### config.mk
export PLATFORM = sky130hd
export DESIGN_NAME = truth_table_sweeper
export DESIGN_NICKNAME = d
export VERILOG_FILES = /design/src/rtl/truth_table_sweeper.sv
export SDC_FILE = /design/constraint.sdc
export NUM_CORES = 1
export LEC_CHECK = 0
export BUFFER_PORTS_ARGS = -buffer_cell sky130_fd_sc_hd__buf_2
export CAP_MARGIN = 15
export CELL_PAD_IN_SITES_DETAIL_PLACEMENT = 1
export CELL_PAD_IN_SITES_GLOBAL_PLACEMENT = 2
export CORE_MARGIN = 4
export CORE_UTILIZATION = 30
export CTS_BUF_LIST = sky130_fd_sc_hd__clkbuf_16
export DETAILED_ROUTE_END_ITERATION = 8
export PLACE_DENSITY = 0.72
export SLEW_MARGIN = 20
export SYNTH_ARGS = -nofsm -noshare
export SYNTH_HDL_FRONTEND = slang
export SYNTH_SLANG_ARGS = --single-unit
export TNS_END_PERCENT = 1
### constraint.sdc
create_clock -name clk -period 2.65 [get_ports clk]
set_clock_uncertainty 0.1 [all_clocks]
set_input_delay 0.1325 -clock clk [delete_from_list [all_inputs] [get_ports clk]]
set_output_delay 0.1325 -clock clk [all_outputs]
set_load 0.03 [all_outputs]
### src/rtl/truth_table_sweeper.sv
// ----------------------------------------------------------------------------
// truth_table_sweeper
//
// Drives all sixteen {a,b,c,d} combinations into a 4-input combinational block
// in ascending order. Each pattern is held for HOLD_CYCLES clocks. On the last
// clock of each hold, the block's F output is sampled and compared against
// EXPECTED[pattern]. The sweep reports a pass flag, a mismatch count and a
// per-pattern failure mask.
//
// Parameters
//   HOLD_CYCLES  clocks per pattern, 1..65535
//   EXPECTED     expected truth table; bit i is F for {a,b,c,d} == i
//
// Ports
//   clk        in   rising-edge clock
//   rst_n      in   asynchronous active-low reset
//   start      in   begin a sweep (honoured only while idle)
//   f          in   F output of the block under check
//   a,b,c,d    out  registered pattern bits, a is the MSB
//   busy       out  high while patterns are being driven
//   done       out  one-cycle pulse at the end of a sweep
//   pass       out  last sweep had zero mismatches
//   err_count  out  number of mismatching patterns, 0..16
//   fail_mask  out  bit i set when pattern i mismatched
// ----------------------------------------------------------------------------
module truth_table_sweeper #(
  parameter int unsigned HOLD_CYCLES = 50,
  parameter logic [15:0] EXPECTED    = 16'h0000
) (
  input  logic        clk,
  input  logic        rst_n,
  input  logic        start,
  input  logic        f,
  output logic        a,
  output logic        b,
  output logic        c,
  output logic        d,
  output logic        busy,
  output logic        done,
  output logic        pass,
  output logic [4:0]  err_count,
  output logic [15:0] fail_mask
);

  localparam logic [15:0] HOLD_LAST = 16'(HOLD_CYCLES - 1);

  typedef enum logic [1:0] {
    S_IDLE = 2'd0,
    S_RUN  = 2'd1,
    S_DONE = 2'd2
  } state_e;

  state_e      state_q, state_d;
  logic [3:0]  idx_q,   idx_d;
  logic [15:0] hold_q,  hold_d;
  logic [4:0]  err_q,   err_d;
  logic [15:0] mask_q,  mask_d;
  logic        pass_q,  pass_d;
  logic        busy_q,  busy_d;
  logic        done_q,  done_d;

  // ---------------------------------------------------------------------------
  // Next-state logic
  // ---------------------------------------------------------------------------
  always_comb begin
    // NOTE: every signal written here gets a default first, so no path can
    // leave a value unassigned and infer a latch.
    state_d = state_q;
    idx_d   = idx_q;
    hold_d  = hold_q;
    err_d   = err_q;
    mask_d  = mask_q;
    pass_d  = pass_q;
    busy_d  = 1'b0;
    done_d  = 1'b0;

    unique case (state_q)
      S_IDLE: begin
        if (start) begin
          state_d = S_RUN;
          idx_d   = 4'd0;
          hold_d  = 16'd0;
          err_d   = 5'd0;
          mask_d  = 16'h0000;
          pass_d  = 1'b0;
          busy_d  = 1'b1;
        end
      end

      S_RUN: begin
        busy_d = 1'b1;
        if (hold_q == HOLD_LAST) begin
          // The sampling edge is also the edge that applies the next pattern.
          hold_d = 16'd0;
          if (f != EXPECTED[idx_q]) begin
            mask_d[idx_q] = 1'b1;
            err_d         = err_q + 5'd1;
          end
          if (idx_q == 4'hF) begin
            // Pass must include the pattern-15 result, so use err_d here.
            state_d = S_DONE;
            idx_d   = 4'd0;
            busy_d  = 1'b0;
            done_d  = 1'b1;
            pass_d  = (err_d == 5'd0);
          end else begin
            idx_d = idx_q + 4'd1;
          end
        end else begin
          hold_d = hold_q + 16'd1;
        end
      end

      S_DONE: state_d = S_IDLE;

      default: state_d = S_IDLE;
    endcase
  end

  // ---------------------------------------------------------------------------
  // State registers
  // ---------------------------------------------------------------------------
  always_ff @(posedge clk or negedge rst_n) begin
    // NOTE: sequential state uses non-blocking assignments so all registers
    // update together from values sampled before the edge.
    if (!rst_n) begin
      state_q <= S_IDLE;
      idx_q   <= 4'd0;
      hold_q  <= 16'd0;
      err_q   <= 5'd0;
      mask_q  <= 16'h0000;
      pass_q  <= 1'b0;
      busy_q  <= 1'b0;
      done_q  <= 1'b0;
    end else begin
      state_q <= state_d;
      idx_q   <= idx_d;
      hold_q  <= hold_d;
      err_q   <= err_d;
      mask_q  <= mask_d;
      pass_q  <= pass_d;
      busy_q  <= busy_d;
      done_q  <= done_d;
    end
  end

  // The index register is forced to 0 outside RUN, so it drives the
  // pattern pins directly.
  assign {a, b, c, d} = idx_q;
  assign busy         = busy_q;
  assign done         = done_q;
  assign pass         = pass_q;
  assign err_count    = err_q;
  assign fail_mask    = mask_q;

endmodule

==> results of run 1 <==
## worst max-delay path: stages (launching register included)
cell and delay (ns):
dfrtp_1 0.44, ha_1 0.21, nor4b_1 0.13, and4_1 0.26, nor2_2 0.48, o21ai_0 0.20, a31oi_1 0.21
## Yosys cell counts, drive strengths merged, types with 3 or more instances
cell	n
nand3	12
inv	5
and3	3
o21ai	19
dfrtp	46
o31ai	3
xor2	4
and2	3
nor2b	3
nor2	29
or3	4
a21o	5
ha	7
a21oi	7
a31oi	21
buf	9
nor3b	5
nand2	18
clkbuf	3
nor3	4
nand4	4
nand2b	3
## area by class of cell
class / instances / area, sq um
clock inverters: 3 / 41.3
well taps: 99 / 124
inverters: 5 / 18.8
multi-input cells: 172 / 1040
fillers: 865 / 4600
clock buffers: 5 / 125
flip-flops and latches: 46 / 1150
repair buffers: 40 / 225
## logic make-up (layout without fill, tap and decap cells)
kind of cell,after synthesis,count (layout)
flops,46,46
buf+inv,17,53
mux,1,1
fa+ha+maj,7,7
compound gates,64,64
xor+xnor,5,5
simple gates,95,95
## worst paths after layout
path	to	start	slack [ns]	cells past startpoint
worst max register to register	hold_q[5]	hold_q[0]	0.53	6
worst min-delay path	err_count[1]	f	0.09	3
worst min register to register	fail_mask[0]	fail_mask[0]	0.39	2
worst max-delay path	hold_q[5]	hold_q[0]	0.53	6
min in group asynchronous	fail_mask[8]	rst_n	0.23	2
max in group asynchronous	state_q[0]	rst_n	1.48	3
## layer usage
metal / routed length, microns / part of all wire [%] / track usage [%]
met1: 2880 / 49 / 19.0
met4: 46 / 0.78 / 3.73
met3: 233 / 4.0 / 3.08
met2: 2710 / 46 / 21.9
met5: 0 / 0 / 0
## cells in the final DEF (no fill, tap or decap), types with 2 or more instances in the layout
cell type,instances
dfrtp_1,46
buf_2,31
nor2_1,28
a31oi_1,21
o21ai_0,19
nand2_1,17
nand3_1,11
buf_4,8
a21oi_1,7
ha_1,7
inv_1,6
a21o_1,5
clkbuf_16,5
nor3b_1,4
or3_1,4
xor2_1,4
nand4_1,4
nor3_1,4
nor2b_1,3
and3_1,3
o31ai_1,3
nand2b_1,2
nor4b_1,2
and2_1,2
a22o_1,2
o22ai_1,2
## power breakdown
group | total, W | internal [W] | leakage (nW) | switching (W)
sequential | 0.000909 | 0.000782 | 0.601 | 0.000127
clock | 0.000703 | 0.000442 | 0.0812 | 0.000261
combinational | 0.000283 | 0.000121 | 0.623 | 0.000163
total | 0.00190 | 0.00134 | 1.31 | 0.000551
## repair_timing
item | 4_1_cts | 5_1_grt
buffers inserted | 0 | 0
endpoints found under the setup margin | 0 | 1
resized for setup | 0 | 1
hold buffers | 1 | 0
endpoints found under the hold margin | 19 | 0
## through the flow
stage | utilization [%] | setup slack, ns | cell area (sq um)
6_report | 37.2 | 0.533 | 2730
2_1_floorplan | - | 0.770 | 2290
5_1_grt | 37.2 | 0.242 | 2730
3_3_place_gp | 34.8 | 0.363 | 2550
4_1_cts | 37.2 | 0.187 | 2720
3_5_place_dp | 34.8 | 0.240 | 2550
## flip-flops by register name (all words and copies together), names as in the netlist
signal / cells
fail_mask: 16
err_count: 5
hold_q: 16
done: 1
pass: 1
idx_q: 4
busy: 1
state_q: 2
==> run metrics, run 1 <==
status=completed; Critical Path RT=2.75 ns; post-synthesis compound-gate area fraction=about 17%; dpl hpwl=around 4.2 mm; vias per cell=slightly above 5; DP Cell Count=roughly 360; leakage=around 1.3 nW; Starting DRT DRC Count=55; largest net degree at the start of global routing=28; post-synthesis mux area share=less than 1%; power per standard cell area=approximately 700 nW/um^2; CTS clk-pin slew, worst paths=about 0.060 ns; Worst-Skew Late Latency=0.28 ns; ys async rst share=100%; Syn Inst Count=235; via count=between 1500 and 2000; Post-Route WL=5.87 mm; initial core utilization=31.2%; Slew Viols, Final=0; final setup vio count=0; total CTS buffers=5; Post-Synth XOR/XNOR Area=1.91%; FP Rows=31; RePlAce Congestion=~0.73; Pre-antenna DRT Iters=4; n_diodes=0; FMAX=roughly 470 MHz; Total Die Area=9080 sq um; VDD IR max=between 0.0002 and 0.0003 V; core region area=around 7300 sq um; initial antenna violation count=0; minimum clock period=around 2.1 ns; RSZ-0062 raised after global routing=no; Tcrit/Tclk final=between 70% and 80%; Post-synth EDFFs=0; setup TNS=0 ns; antenna-violating nets left=0; FF+latch count, synth=46; io pins=32; Critical Path Sink Type=register; layout cells sized above 1=19.9%; net count after synthesis=around 250; Yosys cell types=44; Most used DFF post-synth=dfrtp_1; Worst-Margin Slew=around 0.58 ns; Die Width=between 90 and 100 microns; Mapped Area=roughly 2300 sq um; Worst setup SP type=register; first-pass GRT wire length=9.80 mm; post-synthesis simple-gate area fraction=21.6%; Avg Cell Area, Syn=approximately 9.7 sq um; CTS root buffer=clkbuf_16; post-synth top area share=between 50% and 60%; CP max FO=15; clock sink total=46; max_slew headroom=61.4%; CTS tree=yes; GRT Total Usage=13.8%; Area Growth Syn to Fin=19.2%; Hold WC Path Type=in2reg; hold_ws=just under 0.09 ns; Pwr Total=about 0.0019 W; Die Y=roughly 95 microns; largest family of logic cells by synthesized area=simple AND/OR/NAND/NOR gates; YS warnings=0; vias in the first global route=about 1900; Synth area leader=dfrtp_1; WP data arrival=2.22 ns; Max clock buf depth=2; # DRC=0; port bufs=31; Nets=roughly 280; Adder-Cell Fraction of Synth Area=roughly 3.8%; largest cells by area after synthesis=dfrtp_1 50%, a31oi_1 5.7%, nor2_1 4.8%; grt ovf=0; drt wl/cell=15.9 microns; H-tree depth=2; Final Hold Violating Endpoints=0; non-filler cells, final=370; Crit Path Category=reg2reg; max-cap viol count=0; sequential element share of the synthesized area=about half
Power figures use the tool's default switching activity.
==> run 2: changes to the inputs <==
PLACE_DENSITY = 0.75   (was 0.72)
clock period = 1.8 ns   (was 2.65 ns; I/O delays follow)
==> run 2 against run 1 <==
- the flow now finishes with violations (negative setup slack)
- core utilization up 7.6 points
- sequential share of layout area decreased by 7.1 points
- wire length rose by 18%
- cell count is 12% higher
- count of clock-buffer cells in the layout stayed put
- non-clock buffer count is 44 higher
- critical path depth is 2 higher
- clock power up 74%
- worst hold slack got worse by 0.043 ns
- via count grew 12%
- maximum frequency up 14%
- register-to-register slack got worse by 0.60 ns
- critical endpoint is now hold_q[2]
- largest cell class is now multi-input gates
==> run metrics, run 2 (synthesis results as in run 1) <==
status=complete, but fails checks; failing checks=negative setup slack; max_slew headroom=63.8% (+2.4 points); Critical Path RT=1.88 ns (-0.87 ns); final worst slack=-0.0645 ns (-0.597 ns); first-pass GRT wire length=10.8 mm (+11%); Pre-antenna DRT Iters=4 (unchanged); Top delay family on crit path=simple AND/OR/NAND/NOR gates; FILL cells=839 (-3.0%); cell area after layout=3280 sq um (+20%); io pins=32 (unchanged); Slew Viols, Final=0 (unchanged); Total Die Area=9080 sq um (unchanged); initial core utilization=31.2% (unchanged); Placement Cell Area=2820 sq um (+11%); GRT Total Usage=15.6% (+1.8 points); drt wl/cell=16.6 microns (+5.0%); RePlAce Congestion=0.748 (+1.9%); Starting DRT DRC Count=61 (+11%); WP data arrival=1.94 ns (-0.28 ns); commonest non-fill, non-tap cell in the layout=dfrtp_1; power per standard cell area=1030 nW/um^2 (+48%); Post-Route WL=6.91 mm (+18%); CTS clk-pin slew, worst paths=0.07 ns (about the same); vias per cell=5.05 (+0.15%); core region area=7330 sq um (unchanged); CTS tree=yes; Register Area=1150 sq um (unchanged); Tcrit/Tclk final=104% (+24 points); Critical Path Sink Type=register; Core Util, Final=44.8% (+7.6 points); antenna-violating nets left=0 (unchanged); Area Growth Syn to Fin=43.4%; dpl hpwl=4.77 mm (+14%); minimum clock period=1.86 ns (-0.253 ns); Worst-Margin Slew=0.543 ns (-0.0348 ns); Nets=326 (+16%); clock sink total=46 (unchanged); port bufs=31 (unchanged); max-cap viol count=0 (unchanged); Slowest-stage cell, CP=dfrtp_1; CP cell instances=buf_4 > nor4b_4 > and4_4 > buf_6 > nand2b_4 > buf_6 > o21a_1 > mux2i_1; leakage=1.61 nW (+23%); largest net degree at the start of global routing=27 (-3.6%); Reg2Reg Depth=8 (+2); Worst setup SP type=register; RSZ-0062 raised after global routing=yes; CTS root buffer=clkbuf_16; DP Cell Count=394 (+9.1%); Max stage delay on crit path=0.38 ns (-0.10 ns); via count=2096 (+12%); Final Hold Violating Endpoints=0 (unchanged); initial antenna violation count=0 (unchanged); total CTS buffers=5 (unchanged); Worst-Skew Late Latency=0.29 ns (about the same); final setup vio count=28 (+28); Crit path depth=8 (+2); Die Y=95.3 microns (unchanged); Crit Path Category=reg2reg; vias in the first global route=2164 (+15%); commonest non-fill, non-tap cells in the layout=46 x dfrtp_1, 44 x buf_4, 31 x buf_2; grt ovf=0 (unchanged); Buf+Inv Stages, Crit Path=3 (+3); CP max FO=6 (-9); Max clock buf depth=2 (unchanged); Hold WC Path Type=in2reg; FMAX=536 MHz (+14%); # DRC=0 (unchanged); n_diodes=0 (unchanged); H-tree depth=2 (unchanged); Hold Path Depth=3 (unchanged); non-filler cells, final=415 (+12%); layout cells sized above 1=38.0% (+18 points); FP Rows=31 (unchanged); area of the multi-input gates=1190 sq um (+14%); Crit path top cell by count=buf_6; VDD IR max=0.000441 V (+65%); Die Width=95.3 microns (unchanged)
-- run 2: final cells by class --
type                    instances  share of cell area [%]
flip-flops and latches         46                    35.1
clock inverters                 3                    2.10
multi-input cells             173                    36.3
inverters                       5                   0.572
repair buffers                 84                    18.4
clock buffers                   5                    3.81
well taps                      99                    3.78
-- run 2: power breakdown --
group | switching (W) | total, W | internal [W]
Clock | 0.000423 | 0.00122 | 0.000799
Combinational | 0.000473 | 0.000913 | 0.000440
Sequential | 0.0000917 | 0.00124 | 0.00115
Total | 0.000988 | 0.00338 | 0.00239
-- run 2: what timing repair did --
| action | 4_1_cts | 5_1_grt |
|---|---|---|
| buffers inserted | 7 | 4 |
| pin swaps | 15 | 10 |
| hold endpoints to repair | 20 | 0 |
| hold buffers | 1 | 0 |
| resized for setup | 28 | 17 |
| endpoints found under the setup margin | 40 | 43 |
| cloned | 1 | 0 |
-- run 2: routing by layer --
| layer | up-vias | share of wire [%] | track usage (%) |
|---|---|---|---|
| met1 | 1047 | 47 | 21.1 |
| met2 | 33 | 48 | 25.0 |
| met4 | 0 | 1.1 | 5.05 |
| met5 | - | 0 | 0 |
| met3 | 7 | 4.0 | 3.08 |
| li1 | 1009 | - | - |
-- run 2: worst register-to-register path: cells and delay by family, from the launching register on --
family,cells,cell delay (ns)
buffers and inverters,3,0.39
AOI/OAI and AO/OA,1,0.12
DFF,1,0.38
and+or+nand+nor,3,0.70
muxes,1,0.06
-- run 2: path summary, 6_finish.rpt --
kind / startpoint / to / slack (ns)
hold / removal: f / err_count[1] / 0.04
max in group asynchronous: rst_n / fail_mask[7] / 0.85
setup reg to reg: hold_q[8] / hold_q[2] / -0.06
hold reg to reg: fail_mask[14] / fail_mask[14] / 0.39
setup / recovery: hold_q[8] / hold_q[2] / -0.06
min in group asynchronous: rst_n / fail_mask[9] / 0.22
-- run 2: through the flow --
stage	setup TNS (ns)	hold slack (ns)	total power, W	worst slack, ns
2_1_floorplan	-0.824	-0.306	0.00159	-0.0663
3_3_place_gp	-4.82	0.00998	0.00194	-0.235
3_5_place_dp	-6.60	0.00309	0.00197	-0.279
4_1_cts	-1.52	0.0553	0.00331	-0.0812
5_1_grt	-4.34	0.0593	0.00355	-0.175
6_report	-0.841	0.0450	0.00338	-0.0645
==> run 3: changes to the inputs <==
SKIP_LAST_GASP = 1   (was unset)
==> run 3 against run 2 <==
- highest routed layer unchanged
- final area down 0.31%
- die area did not move
- count of clock-buffer cells in the layout stayed put
- worst setup slack worse by 0.012 ns
- clock power about the same
- first-iteration DRC count increased by 23%
- core utilization down 0.14 points
- critical path depth grew 1
- the flow still finishes with violations (negative setup slack)
- sequential power about the same
- sequential share of layout area is 0.11 points higher
==> run metrics, run 3 (synthesis results as in run 1) <==
status=complete, but fails checks; failing checks=negative setup slack; drt wl/cell=16.1 microns (-3.1%); commonest non-fill, non-tap cells in the layout=47 x buf_4, 46 x dfrtp_1, 31 x buf_2; total CTS buffers=5 (unchanged); dpl hpwl=4.77 mm (unchanged); Critical Path Sink Type=register; Slowest-stage cell, CP=dfrtp_1; Buf+Inv Stages, Crit Path=3 (unchanged); Tcrit/Tclk final=104% (+0.65 points); Reg2Reg Depth=9 (+1); Die Width=95.3 microns (unchanged); RSZ-0062 raised after global routing=yes; antenna-violating nets left=0 (unchanged); layout cells sized above 1=36.0% (-2.0 points); io pins=32 (unchanged); Crit Path Category=reg2reg; Top delay family on crit path=simple AND/OR/NAND/NOR gates; Worst setup SP type=register; # DRC=0 (unchanged); initial core utilization=31.2% (unchanged); reg2reg start=hold_q[1]; grt ovf=0 (unchanged); worst setup path end=fail_mask[2]; crit path from=hold_q[1]; cell area after layout=3270 sq um (-0.31%); max_slew headroom=64.9% (+1.1 points); leakage=1.58 nW (-1.7%); Reg2Reg Capture Point=fail_mask[2]; Critical Path RT=1.92 ns (+0.04 ns); FP Rows=31 (unchanged); CP max FO=8 (+2); minimum clock period=1.88 ns (+0.0117 ns); clock sink total=46 (unchanged); FMAX=533 MHz (-0.62%); Worst-Margin Slew=0.526 ns (-0.0172 ns); GRT Total Usage=15.3% (-0.32 points); Crit path depth=9 (+1); r2r setup slk=-0.08 ns (about the same); H-tree depth=2 (unchanged); Area Growth Syn to Fin=43.0%; CP cell instances=inv_2 > ha_4 > nor4b_4 > and4_4 > buf_6 > and3_4 > buf_12 > a31oi_1 > nor2_1; final worst slack=-0.0762 ns (-0.0117 ns); initial antenna violation count=0 (unchanged); DP Cell Count=394 (unchanged); CTS root buffer=clkbuf_16; port bufs=31 (unchanged); Worst-Skew Late Latency=0.29 ns (about the same); Pre-antenna DRT Iters=4 (unchanged); CTS clk-pin slew, worst paths=0.07 ns (about the same); VDD IR max=0.000424 V (-3.7%); vias per cell=5.04 (-0.24%); Max clock buf depth=2 (unchanged); non-filler cells, final=416 (+0.24%); core region area=7330 sq um (unchanged); Placement Cell Area=2820 sq um (unchanged); power per standard cell area=1020 nW/um^2 (-1.1%); Total Die Area=9080 sq um (unchanged); via count=2096 (unchanged); final setup vio count=32 (+14%); Max stage delay on crit path=0.39 ns (about the same); Nets=327 (+0.31%); RePlAce Congestion=0.748 (unchanged); CTS tree=yes; Final Hold Violating Endpoints=0 (unchanged); max-cap viol count=0 (unchanged); Slew Viols, Final=0 (unchanged); first-pass GRT wire length=10.6 mm (-1.8%); largest net degree at the start of global routing=27 (unchanged); n_diodes=0 (unchanged); vias in the first global route=2156 (-0.37%); Hold WC Path Type=in2reg; WP data arrival=2.00 ns (+0.06 ns); Starting DRT DRC Count=75 (+23%); Post-Route WL=6.71 mm (-2.9%); commonest non-fill, non-tap cell in the layout=buf_4; Die Y=95.3 microns (unchanged)
-- run 3: layout make-up --
cell class	count	area [sq um]
clock buffer	5	125
clock inverter	3	68.8
fill	839	4060
inverter	5	18.8
multi-input combinational	173	1170
sequential	46	1150
tap	99	124
timing repair buffer	85	617
-- run 3: through the flow --
stage | setup TNS [ns] | utilization, % | setup WS [ns] | hold slack (ns) | power (W)
floorplan | -0.824 | - | -0.0663 | -0.306 | 0.00159
global placement | -4.82 | 38.5 | -0.235 | 0.00998 | 0.00194
detailed placement | -6.60 | 38.5 | -0.279 | 0.00309 | 0.00197
CTS | -2.00 | 43.1 | -0.0867 | 0.0553 | 0.00329
global route | -5.32 | 44.6 | -0.177 | 0.0586 | 0.00351
finish | -1.46 | 44.6 | -0.0762 | 0.0508 | 0.00333
-- run 3: worst min-delay path: stages --
cell	delay, ns
buf_2	0.16
nand3_1	0.09
o2bb2ai_1	0.06
-- run 3: timing repair --
action | 4_1_cts | 5_1_grt
pin swaps | 6 | 8
endpoints found under the setup margin | 40 | 43
setup buffers | 7 | 4
resized for setup | 16 | 7
hold buffers | 1 | 0
gates cloned | 1 | 1
endpoints found under the hold margin | 20 | 0
-- run 3: worst min path at each step --
stage               startpoint            to  cells after the start
floorplan                rst_n          busy                      0
global placement         rst_n  fail_mask[6]                      1
detailed placement       rst_n  fail_mask[6]                      1
CTS                          f  err_count[1]                      3
global route                 f  err_count[1]                      3
finish                       f  err_count[1]                      3
-- run 3: layer usage --
layer / track usage (%) / routed length, microns
met1: 20.4 / 3100
met2: 24.7 / 3220
met3: 3.08 / 295
met4: 5.05 / 91
met5: 0 / 0
-- run 3: report_power, final --
| part | internal [W] | total (W) | switching [W] |
|---|---|---|---|
| Clock | 0.000799 | 0.00122 | 0.000418 |
| Combinational | 0.000435 | 0.000873 | 0.000437 |
| Sequential | 0.00115 | 0.00124 | 0.0000886 |
